==> src/rtl/pipe_pkg.sv <==
`default_nettype none
// ============================================================================
// Module  : pipe_pkg
// Brief   : Shared pipeline encodings: forward selects and multicycle FSM states.
// Revision: 1.0
// ============================================================================
package pipe_pkg;

  localparam logic [1:0] FWD_RF  = 2'b00;
  localparam logic [1:0] FWD_WB  = 2'b01;
  localparam logic [1:0] FWD_MEM = 2'b10;

  // Register 15 is the PC and is never a forwarding target.
  localparam int PC_ADDR = 15;
  localparam int CNT_W   = 4;

  typedef enum logic [0:0] {
    IDLE = 1'b0,
    BUSY = 1'b1
  } mc_state_t;

endpackage
`default_nettype wire

==> src/rtl/hazard_ctrl_if.sv <==
`default_nettype none
// ============================================================================
// Module  : hazard_ctrl_if
// Brief   : Pipeline-to-hazard-unit bundle; master is the pipeline datapath.
// Revision: 1.0
// ============================================================================
interface hazard_ctrl_if #(
  parameter int RA_W = 4
);
  logic [RA_W-1:0] ra1_d, ra2_d;
  logic [RA_W-1:0] ra1_e, ra2_e;
  logic [RA_W-1:0] wa3_e, wa3_m, wa3_w;
  logic            regwrite_m, regwrite_w;
  logic            memtoreg_e;
  logic            branch_taken_e;
  logic            mc_start_e;
  logic [1:0]      fwd_ae, fwd_be;
  logic            stall_f, stall_d, stall_e;
  logic            flush_d, flush_e, flush_m;
  logic            mc_busy, mc_done;

  modport master (
    output ra1_d, ra2_d, ra1_e, ra2_e, wa3_e, wa3_m, wa3_w,
           regwrite_m, regwrite_w, memtoreg_e, branch_taken_e, mc_start_e,
    input  fwd_ae, fwd_be, stall_f, stall_d, stall_e,
           flush_d, flush_e, flush_m, mc_busy, mc_done
  );

  modport slave (
    input  ra1_d, ra2_d, ra1_e, ra2_e, wa3_e, wa3_m, wa3_w,
           regwrite_m, regwrite_w, memtoreg_e, branch_taken_e, mc_start_e,
    output fwd_ae, fwd_be, stall_f, stall_d, stall_e,
           flush_d, flush_e, flush_m, mc_busy, mc_done
  );
endinterface
`default_nettype wire

==> src/rtl/flopr.sv <==
`default_nettype none
// ============================================================================
// Module  : flopr
// Brief   : Resettable D flop bank, asynchronous active-high reset to zero.
// Revision: 1.0
// ============================================================================
module flopr #(
  parameter int W = 1
) (
  input  wire logic         clk,
  input  wire logic         reset,
  input  wire logic [W-1:0] i_d,
  output logic      [W-1:0] o_q
);

  always_ff @(posedge clk or posedge reset) begin
    if (reset) o_q <= '0;
    else       o_q <= i_d;
  end

endmodule
`default_nettype wire

==> src/rtl/fwd_sel.sv <==
`default_nettype none
// ============================================================================
// Module  : fwd_sel
// Brief   : ALU operand forward select for one Execute source register.
// Revision: 1.0
// ============================================================================
module fwd_sel
  import pipe_pkg::*;
#(
  parameter int RA_W = 4
) (
  input  wire logic [RA_W-1:0] i_ra_e,
  input  wire logic [RA_W-1:0] i_wa3_m,
  input  wire logic [RA_W-1:0] i_wa3_w,
  input  wire logic            i_regwrite_m,
  input  wire logic            i_regwrite_w,
  output logic      [1:0]      o_fwd
);

  logic w_is_pc;
  logic w_hit_m;
  logic w_hit_w;

  assign w_is_pc = (i_ra_e == RA_W'(PC_ADDR));
  assign w_hit_m = i_regwrite_m && (i_wa3_m == i_ra_e);
  assign w_hit_w = i_regwrite_w && (i_wa3_w == i_ra_e);

  // The younger (Memory) result wins over Writeback.
  always_comb begin
    o_fwd = FWD_RF;
    if (!w_is_pc) begin
      if (w_hit_m)      o_fwd = FWD_MEM;
      else if (w_hit_w) o_fwd = FWD_WB;
    end
  end

endmodule
`default_nettype wire

==> src/rtl/hazard_ctrl.sv <==
`default_nettype none
// ============================================================================
// Module  : hazard_ctrl
// Brief   : Forwarding, load-use stall, branch flush and multicycle-op hold.
// Revision: 1.0
// ============================================================================
module hazard_ctrl
  import pipe_pkg::*;
#(
  parameter int RA_W   = 4,
  parameter int MC_LAT = 4
) (
  input  wire logic    clk,
  input  wire logic    reset,
  hazard_ctrl_if.slave bus
);

  localparam logic [CNT_W-1:0] CNT_INIT = CNT_W'(MC_LAT - 2);

  logic [0:0]       r_state_bits;
  mc_state_t        r_state;
  mc_state_t        w_state_nxt;
  logic [0:0]       w_state_nxt_bits;
  logic [CNT_W-1:0] r_cnt;
  logic [CNT_W-1:0] w_cnt_nxt;
  logic             w_mc_hold;
  logic             w_mc_done;
  logic             w_ldstall;

  fwd_sel #(.RA_W(RA_W)) u_fwd_a (
    .i_ra_e       (bus.ra1_e),
    .i_wa3_m      (bus.wa3_m),
    .i_wa3_w      (bus.wa3_w),
    .i_regwrite_m (bus.regwrite_m),
    .i_regwrite_w (bus.regwrite_w),
    .o_fwd        (bus.fwd_ae)
  );

  fwd_sel #(.RA_W(RA_W)) u_fwd_b (
    .i_ra_e       (bus.ra2_e),
    .i_wa3_m      (bus.wa3_m),
    .i_wa3_w      (bus.wa3_w),
    .i_regwrite_m (bus.regwrite_m),
    .i_regwrite_w (bus.regwrite_w),
    .o_fwd        (bus.fwd_be)
  );

  assign w_state_nxt_bits = w_state_nxt;
  assign r_state          = mc_state_t'(r_state_bits);

  flopr #(.W(1)) u_state_ff (
    .clk   (clk),
    .reset (reset),
    .i_d   (w_state_nxt_bits),
    .o_q   (r_state_bits)
  );

  flopr #(.W(CNT_W)) u_cnt_ff (
    .clk   (clk),
    .reset (reset),
    .i_d   (w_cnt_nxt),
    .o_q   (r_cnt)
  );

  // cnt counts the remaining held BUSY cycles; the release cycle is cnt==0.
  always_comb begin
    w_state_nxt = r_state;
    w_cnt_nxt   = r_cnt;
    w_mc_hold   = 1'b0;
    w_mc_done   = 1'b0;
    case (r_state)
      IDLE: begin
        w_cnt_nxt = '0;
        if (bus.mc_start_e) begin
          w_state_nxt = BUSY;
          w_cnt_nxt   = CNT_INIT;
          w_mc_hold   = 1'b1;
        end
      end
      BUSY: begin
        if (r_cnt != '0) begin
          w_cnt_nxt = r_cnt - 1'b1;
          w_mc_hold = 1'b1;
        end else begin
          w_state_nxt = IDLE;
          w_mc_done   = 1'b1;
        end
      end
      default: begin
        w_state_nxt = IDLE;
        w_cnt_nxt   = '0;
      end
    endcase
  end

  assign w_ldstall = bus.memtoreg_e &&
                     ((bus.wa3_e == bus.ra1_d) || (bus.wa3_e == bus.ra2_d));

  always_comb begin
    bus.stall_f = 1'b0;
    bus.stall_d = 1'b0;
    bus.stall_e = 1'b0;
    bus.flush_d = 1'b0;
    bus.flush_e = 1'b0;
    bus.flush_m = 1'b0;
    if (w_mc_hold) begin
      bus.stall_f = 1'b1;
      bus.stall_d = 1'b1;
      bus.stall_e = 1'b1;
      bus.flush_m = 1'b1;
    end else if (bus.branch_taken_e) begin
      bus.flush_d = 1'b1;
      bus.flush_e = 1'b1;
    end else if (w_ldstall) begin
      bus.stall_f = 1'b1;
      bus.stall_d = 1'b1;
      bus.flush_e = 1'b1;
    end
  end

  assign bus.mc_busy = (r_state == BUSY);
  assign bus.mc_done = w_mc_done;

endmodule
`default_nettype wire

==> src/flat_wrapper.sv <==
// flat-port wrapper written by rule: the top's interface ports become plain ports
module hazard_ctrl_flat import pipe_pkg::*;
#(
  parameter int RA_W   = 4,
  parameter int MC_LAT = 4
)
  (clk, reset, bus_ra1_d, bus_ra2_d, bus_ra1_e, bus_ra2_e, bus_wa3_e, bus_wa3_m, bus_wa3_w, bus_regwrite_m, bus_regwrite_w, bus_memtoreg_e, bus_branch_taken_e, bus_mc_start_e, bus_fwd_ae, bus_fwd_be, bus_stall_f, bus_stall_d, bus_stall_e, bus_flush_d, bus_flush_e, bus_flush_m, bus_mc_busy, bus_mc_done);
  hazard_ctrl_if #(.RA_W(RA_W)) bus_i ();
  input  wire logic clk;
  input  wire logic reset;
  input wire logic [$bits(bus_i.ra1_d)-1:0] bus_ra1_d;
  input wire logic [$bits(bus_i.ra2_d)-1:0] bus_ra2_d;
  input wire logic [$bits(bus_i.ra1_e)-1:0] bus_ra1_e;
  input wire logic [$bits(bus_i.ra2_e)-1:0] bus_ra2_e;
  input wire logic [$bits(bus_i.wa3_e)-1:0] bus_wa3_e;
  input wire logic [$bits(bus_i.wa3_m)-1:0] bus_wa3_m;
  input wire logic [$bits(bus_i.wa3_w)-1:0] bus_wa3_w;
  input wire logic [$bits(bus_i.regwrite_m)-1:0] bus_regwrite_m;
  input wire logic [$bits(bus_i.regwrite_w)-1:0] bus_regwrite_w;
  input wire logic [$bits(bus_i.memtoreg_e)-1:0] bus_memtoreg_e;
  input wire logic [$bits(bus_i.branch_taken_e)-1:0] bus_branch_taken_e;
  input wire logic [$bits(bus_i.mc_start_e)-1:0] bus_mc_start_e;
  output wire logic [$bits(bus_i.fwd_ae)-1:0] bus_fwd_ae;
  output wire logic [$bits(bus_i.fwd_be)-1:0] bus_fwd_be;
  output wire logic [$bits(bus_i.stall_f)-1:0] bus_stall_f;
  output wire logic [$bits(bus_i.stall_d)-1:0] bus_stall_d;
  output wire logic [$bits(bus_i.stall_e)-1:0] bus_stall_e;
  output wire logic [$bits(bus_i.flush_d)-1:0] bus_flush_d;
  output wire logic [$bits(bus_i.flush_e)-1:0] bus_flush_e;
  output wire logic [$bits(bus_i.flush_m)-1:0] bus_flush_m;
  output wire logic [$bits(bus_i.mc_busy)-1:0] bus_mc_busy;
  output wire logic [$bits(bus_i.mc_done)-1:0] bus_mc_done;
  assign bus_i.ra1_d = bus_ra1_d;
  assign bus_i.ra2_d = bus_ra2_d;
  assign bus_i.ra1_e = bus_ra1_e;
  assign bus_i.ra2_e = bus_ra2_e;
  assign bus_i.wa3_e = bus_wa3_e;
  assign bus_i.wa3_m = bus_wa3_m;
  assign bus_i.wa3_w = bus_wa3_w;
  assign bus_i.regwrite_m = bus_regwrite_m;
  assign bus_i.regwrite_w = bus_regwrite_w;
  assign bus_i.memtoreg_e = bus_memtoreg_e;
  assign bus_i.branch_taken_e = bus_branch_taken_e;
  assign bus_i.mc_start_e = bus_mc_start_e;
  assign bus_fwd_ae = bus_i.fwd_ae;
  assign bus_fwd_be = bus_i.fwd_be;
  assign bus_stall_f = bus_i.stall_f;
  assign bus_stall_d = bus_i.stall_d;
  assign bus_stall_e = bus_i.stall_e;
  assign bus_flush_d = bus_i.flush_d;
  assign bus_flush_e = bus_i.flush_e;
  assign bus_flush_m = bus_i.flush_m;
  assign bus_mc_busy = bus_i.mc_busy;
  assign bus_mc_done = bus_i.mc_done;
  hazard_ctrl #(.RA_W(RA_W), .MC_LAT(MC_LAT)) u_core (.clk(clk), .reset(reset), .bus(bus_i));
endmodule
==> config.mk <==
export PLATFORM = sky130hd
export DESIGN_NAME = hazard_ctrl_flat
export DESIGN_NICKNAME = d
export VERILOG_FILES = /design/src/rtl/pipe_pkg.sv /design/src/rtl/hazard_ctrl_if.sv /design/src/rtl/flopr.sv /design/src/rtl/fwd_sel.sv /design/src/rtl/hazard_ctrl.sv /design/src/flat_wrapper.sv
export SDC_FILE = /design/constraint.sdc
export NUM_CORES = 1
export LEC_CHECK = 0
export ABC_AREA = 1
export CORE_MARGIN = 1
export CORE_UTILIZATION = 39
export DETAILED_ROUTE_END_ITERATION = 10
export PLACE_DENSITY_LB_ADDON = 0.2
export SKIP_LAST_GASP = 1
export SYNTH_ARGS = -nofsm -noshare
export SYNTH_HDL_FRONTEND = slang
export SYNTH_SLANG_ARGS = --single-unit
==> constraint.sdc <==
create_clock -name clk -period 2.97 [get_ports clk]
set_input_delay 0.4455 -clock clk [delete_from_list [all_inputs] [get_ports clk]]
set_output_delay 0.4455 -clock clk [all_outputs]
set_load 0.02 [all_outputs]
=== Word level (Yosys, flattened, before mapping) ===
Index checks and enable logic that the tools add are counted.

* $add $sub $neg: 1
* Multiply operators: 0
* Div/mod/pow operators: 0
* Order comparisons: 0
* Equality and inequality tests: 9
* Shifts and indexed selects: 0
* Multiplexer cells: 22
* Bitwise logic cells: 1
* Reductions and logical operators: 7

{| class="wikitable"
|+ Operator list
! cell !! number
|-
| $eq 4x4->1 || 6
|-
| $mux 1 || 14
|-
| $mux 2 || 5
|-
| $eq 4x4->1 const B || 2
|-
| $pmux 4 s2 || 1
|-
| $logic_and 1x1->1 || 5
|-
| $mux 4 || 1
|-
| $reduce_bool 4->1 || 1
|-
| $sub 4x1->4 const B || 1
|-
| $ne 2x1->1 const B || 1
|-
| $pmux 1 s2 || 1
|-
| $logic_or 1x1->1 || 1
|-
| $not 1->1 || 1
|}

* Flip-flop bits (word level): 5
* Latch bits: 0
* Memory bits (writable): 0
* ROM bits: 0
* Bits of input ports: 35
* Memories kept: 0

=== Logic depth before layout (Yosys ltp) ===
Gate-level depths: netlist of the first run.

* Depth after elaboration: 6
* Gate-level depth with buffers: 9

=== Cells and area by module ===
A second synthesis of the first run with hierarchy kept.

* Cell total of the unflattened synthesis: 172
* Area total of the unflattened synthesis: 868.3 um^2

{| class="wikitable"
|+ Modules (own cells, without submodules)
! module !! instances !! cells an instance !! area each (um^2) !! seq. area each (um^2)
|-
| fwd_sel || 2 || 45 || 201.4 || 0.0
|-
| hazard_ctrl || 1 || 75 || 332.8 || 0.0
|-
| flopr at u_core.u_cnt_ff || 1 || 5 || 103.8 || 100.1
|-
| flopr at u_core.u_state_ff || 1 || 2 || 28.8 || 25.0
|}

=== Worst setup path before layout of the first run ===
No wires, ideal clock.

* Path kind: input to output
* Start: input port bus_wa3_m[0]
* End: output port bus_fwd_be[1]
* Data arrival time: 1256 ps
* Setup slack: 1268 ps
* Cell stages on the path: 4
* Path buffers: 0
* Path through: inv_1 -> a21boi_0 -> nand4_1 -> nor3_1

* Longest elaborated chain between the ends: 4

{| class="wikitable"
|+ RTL lines
! item !! line !! source
|-
| start: declaration || flat_wrapper.sv:16 || <nowiki>input wire logic [$bits(bus_i.wa3_m)-1:0] bus_wa3_m;</nowiki>
|-
| $eq 4x4->1 || fwd_sel.sv:25 || <nowiki>assign w_hit_m = i_regwrite_m && (i_wa3_m == i_ra_e);</nowiki>
|-
| $logic_and 1x1->1 || fwd_sel.sv:25 ||
|-
| $mux 2 || fwd_sel.sv:32 || <nowiki>if (w_hit_m) o_fwd = FWD_MEM;</nowiki>
|-
| $mux 2 || fwd_sel.sv:31 || <nowiki>if (!w_is_pc) begin</nowiki>
|-
| end: declaration || flat_wrapper.sv:24 || <nowiki>output wire logic [$bits(bus_i.fwd_be)-1:0] bus_fwd_be;</nowiki>
|}

Every way passes these cells.

=== Worst setup path after layout of the first run ===
Same ends and word-level chain as after synthesis.

==> results.txt, run 1 <==
The flow ran to the end, and the final reports show no timing, DRC or antenna violations. The worst-path maximum fanout is 4. The worst path required time is 2.52 ns. Summing the sequential cell areas from Yosys gives 17.21% of the chip area.

The share of final-layout standard cells stronger than drive strength 1 came out at 3.279%. The number of buffers inserted during clock tree synthesis is 3. For this run, design rule violations remaining after detail routing come to 0. The first-pass GRT wire length came out at 3049 µm. The number of instances in the placed design came out at 204. The number of buffers added to fix hold violations after cts came out at 0.

For this run, the number of Yosys warnings is 0. The floorplan has 15 rows. The final weighted congestion of routability-driven global placement is 0.8103. In this run the tool buffered the top-level ports with 46 buffer cells. The synthesized design spends more area on one cell type than any other, namely nand2_1. The wire length per cell after detailed routing came out at 9.529 µm. The number of max-cap violations is 0. The synthesized cell area is 726.9 µm². The area fraction of the dominant cell type after synthesis is 23.75%.

The detailed router placed 958 vias in this run. The met3 wirelength from detailed routing came out at 149 µm. The standby leakage power is 0.6453 nW. The library cells used most frequently in the layout, excluding fill and tap cells, are 46 x nand2_1, 46 x clkdlybuf4s50_1, 30 x inv_1, 18 x nor2_1, 5 x dfrtp_1.

The met1 routed wirelength after detailed routing came out at 792 µm. After technology mapping, the gate count stands at 135. The die area is 0.002041 mm².

The number of buffers inserted by post-CTS setup repair came out at 0. The power density over cell area came out at 557.0 mW/mm². For this configuration, the core starts out at a cell density of 41.65%.

The number of hold violations in the final report is 0. Across the routed clock network, the largest skew measured is 0.004436 ns. In this run the top signal layer used is met4. Wire segments on met2 add up to 1006 µm in the final route.

Counting cells, the worst reg-to-reg path comes to 6. Data arrives at the worst endpoint at 2.10 ns. The detail route stage leaves a number of antenna-violating nets equal to 0. Headroom to the max-slew limit came out at 84.72%. The wire length reported by the detailed router is 1982 µm.

The violation count after the first detailed-routing iteration came out at 26. The global-route total usage across every layer is 20.66%. In this run the count of I/O pins placed on the die edge is 47. The clock input transition at the sequential cells of the worst setup and hold paths is 0.04 ns. The detailed-routing iteration count for the pre-antenna-repair pass came out at 6. The minimum clock period came out at 2.549 ns. The number of nets handed over by synthesis was 171. The setup TNS is 0 ns. The floorplan step set the die width to 45.18 µm.

The kind of critical path is input pin to output port. The number of enable flip-flop cells after synthesis is 0. The proportion of register bits with asynchronous set or reset after synthesis came out at 100.0%.

The measured slew at the worst slew-check pin came out at 0.2285 ns. The tree is rooted in a clkbuf_4. The final setup violation count came out at 0.

In this run the number of H-tree levels came out at 1. The number of nets in the layout is 220. The netlist uses 22 different library cells. Across the VDD grid, the largest voltage drop is 783.1 µV.

After global routing the overflow that remains totals 0. The worst setup path is launched from an input pin. TritonCTS built the clock tree. The mean area per synthesized cell came out at 5.385 µm². The clock latency reported for the late side of the worst-skew pair is 0.25 ns. The number of antenna violations at the first check in global routing is 0.

0 antenna diodes ended up in the layout. The most used flip-flop cell after synthesis is dfrtp_1. Using the TritonRoute via totals, the vias-per-cell ratio works out to 4.606. The clock tree buffer depth came out at 2. The via count of the first global-routing pass came out at 812.

The half-perimeter wire length of the detailed placement result is 1692 µm. The maximum operating frequency is 392.3 MHz. The final max-slew violation count was 0. The count of clock tree sinks came out at 5. STA classifies the critical path endpoint as an output port. Setup repair after global routing left no endpoint under its margin. The path class of the tightest hold or removal check is input pin to async pin. The synthesized design contains 5 register bits. The synthesis-to-layout area growth came out at 69.19%. By area the synthesized netlist is led by nand2_1 24%, dfrtp_1 17%, inv_1 15%.

In the finished design, the share of the clock period the worst path needs comes to 85.83%. The pin count of the biggest net entering global routing is 6. The count of cells in the finished layout, fillers not included, comes to 208. The number of cells upsized or downsized after cts is 0. The vertical die dimension came out at 45.18 µm.

The core outline area came out at 0.001745 mm².
[layer usage]
metal | vias to the layer above | global-route usage [%]
met5 | - | 0
met4 | 0 | 7.273
met3 | 4 | 5.600
met2 | 39 | 39.13
met1 | 413 | 21.45
li1 | 502 | -
[flip-flops by register name, summed over array words and instances (netlist names)]
name	cells
u_core.u_state_ff.o_q	1
u_core.u_cnt_ff.o_q	4
[critical path: stages]
cell and delay [ns]:
clkdlybuf4s50_1 0.45, inv_1 0.06, a21boi_0 0.17, nand4_1 0.14, nor3_1 0.20, clkdlybuf4s50_1 0.63
[cell type report]
class	count	area [µm²]
timing repair buffer	46	460.4
fill	165	515.5
sequential	5	125.1
inverter	30	112.6
multi-input combinational	98	474.2
clock buffer	4	26.28
tap	25	31.28
[path summary, 6_finish.rpt]
check / start / end / slack [ns]
hold / removal: reset / u_core.u_cnt_ff.o_q[2] / 0.40
hold reg to reg: u_core.u_cnt_ff.o_q[0] / u_core.u_cnt_ff.o_q[0] / 0.52
setup / recovery: bus_wa3_m[0] / bus_fwd_be[1] / 0.42
min in group clk: u_core.u_cnt_ff.o_q[0] / u_core.u_cnt_ff.o_q[0] / 0.52
max in group asynchronous: reset / u_core.u_state_ff.o_q / 2.39
setup reg to reg: u_core.u_cnt_ff.o_q[0] / u_core.u_cnt_ff.o_q[0] / 1.76
[Yosys cell counts, types with 2 or more instances]
master   instances
nor2_1          18
inv_1           30
xor2_1           4
xnor2_1          4
o21ai_0          3
dfrtp_1          5
or2_0            2
nand2_1         46
nor3_1           2
buf_4            2
nand4_1          4
a21oi_1          3
nand3_1          3
[power breakdown]
group	switching, W	internal [W]
clock network	0.0000312	0.0000510
logic	0.000250	0.000226
registers	0.0000291	0.0000979
total	0.000310	0.000375
[kinds of logic after synthesis]
kind of cell	Yosys count	synth area share (%)
flip-flops	5	17.21
adder cells (fa/ha/maj)	1	1.721
AND/OR/NAND/NOR	77	43.37
AO/OA/AOI/OAI	12	10.50
buffers and inverters	32	17.56
XOR/XNOR	8	9.638
[metrics by stage]
stage	utilization, %	worst slack, ns	power [W]	instance area (µm²)	hold WS, ns
after floorplan	-	1.268	0.0004126	726.9	0.2240
after global placement	68.96	0.4491	0.0005879	1204	0.4833
after detailed placement	68.96	0.4344	0.0006010	1204	0.5082
after CTS	70.47	0.4218	0.0006874	1230	0.3960
after global routing	70.47	0.3015	0.0007324	1230	0.4328
final	70.47	0.4210	0.0006851	1230	0.3966
No activity file was read; power rests on OpenSTA's default activity.
==> inputs of run 2 (changes only) <==
- CORE_MARGIN: 1 -> default
==> results of run 2 <==
No change in the layout: final DEF, timing and power equal those of run 1.
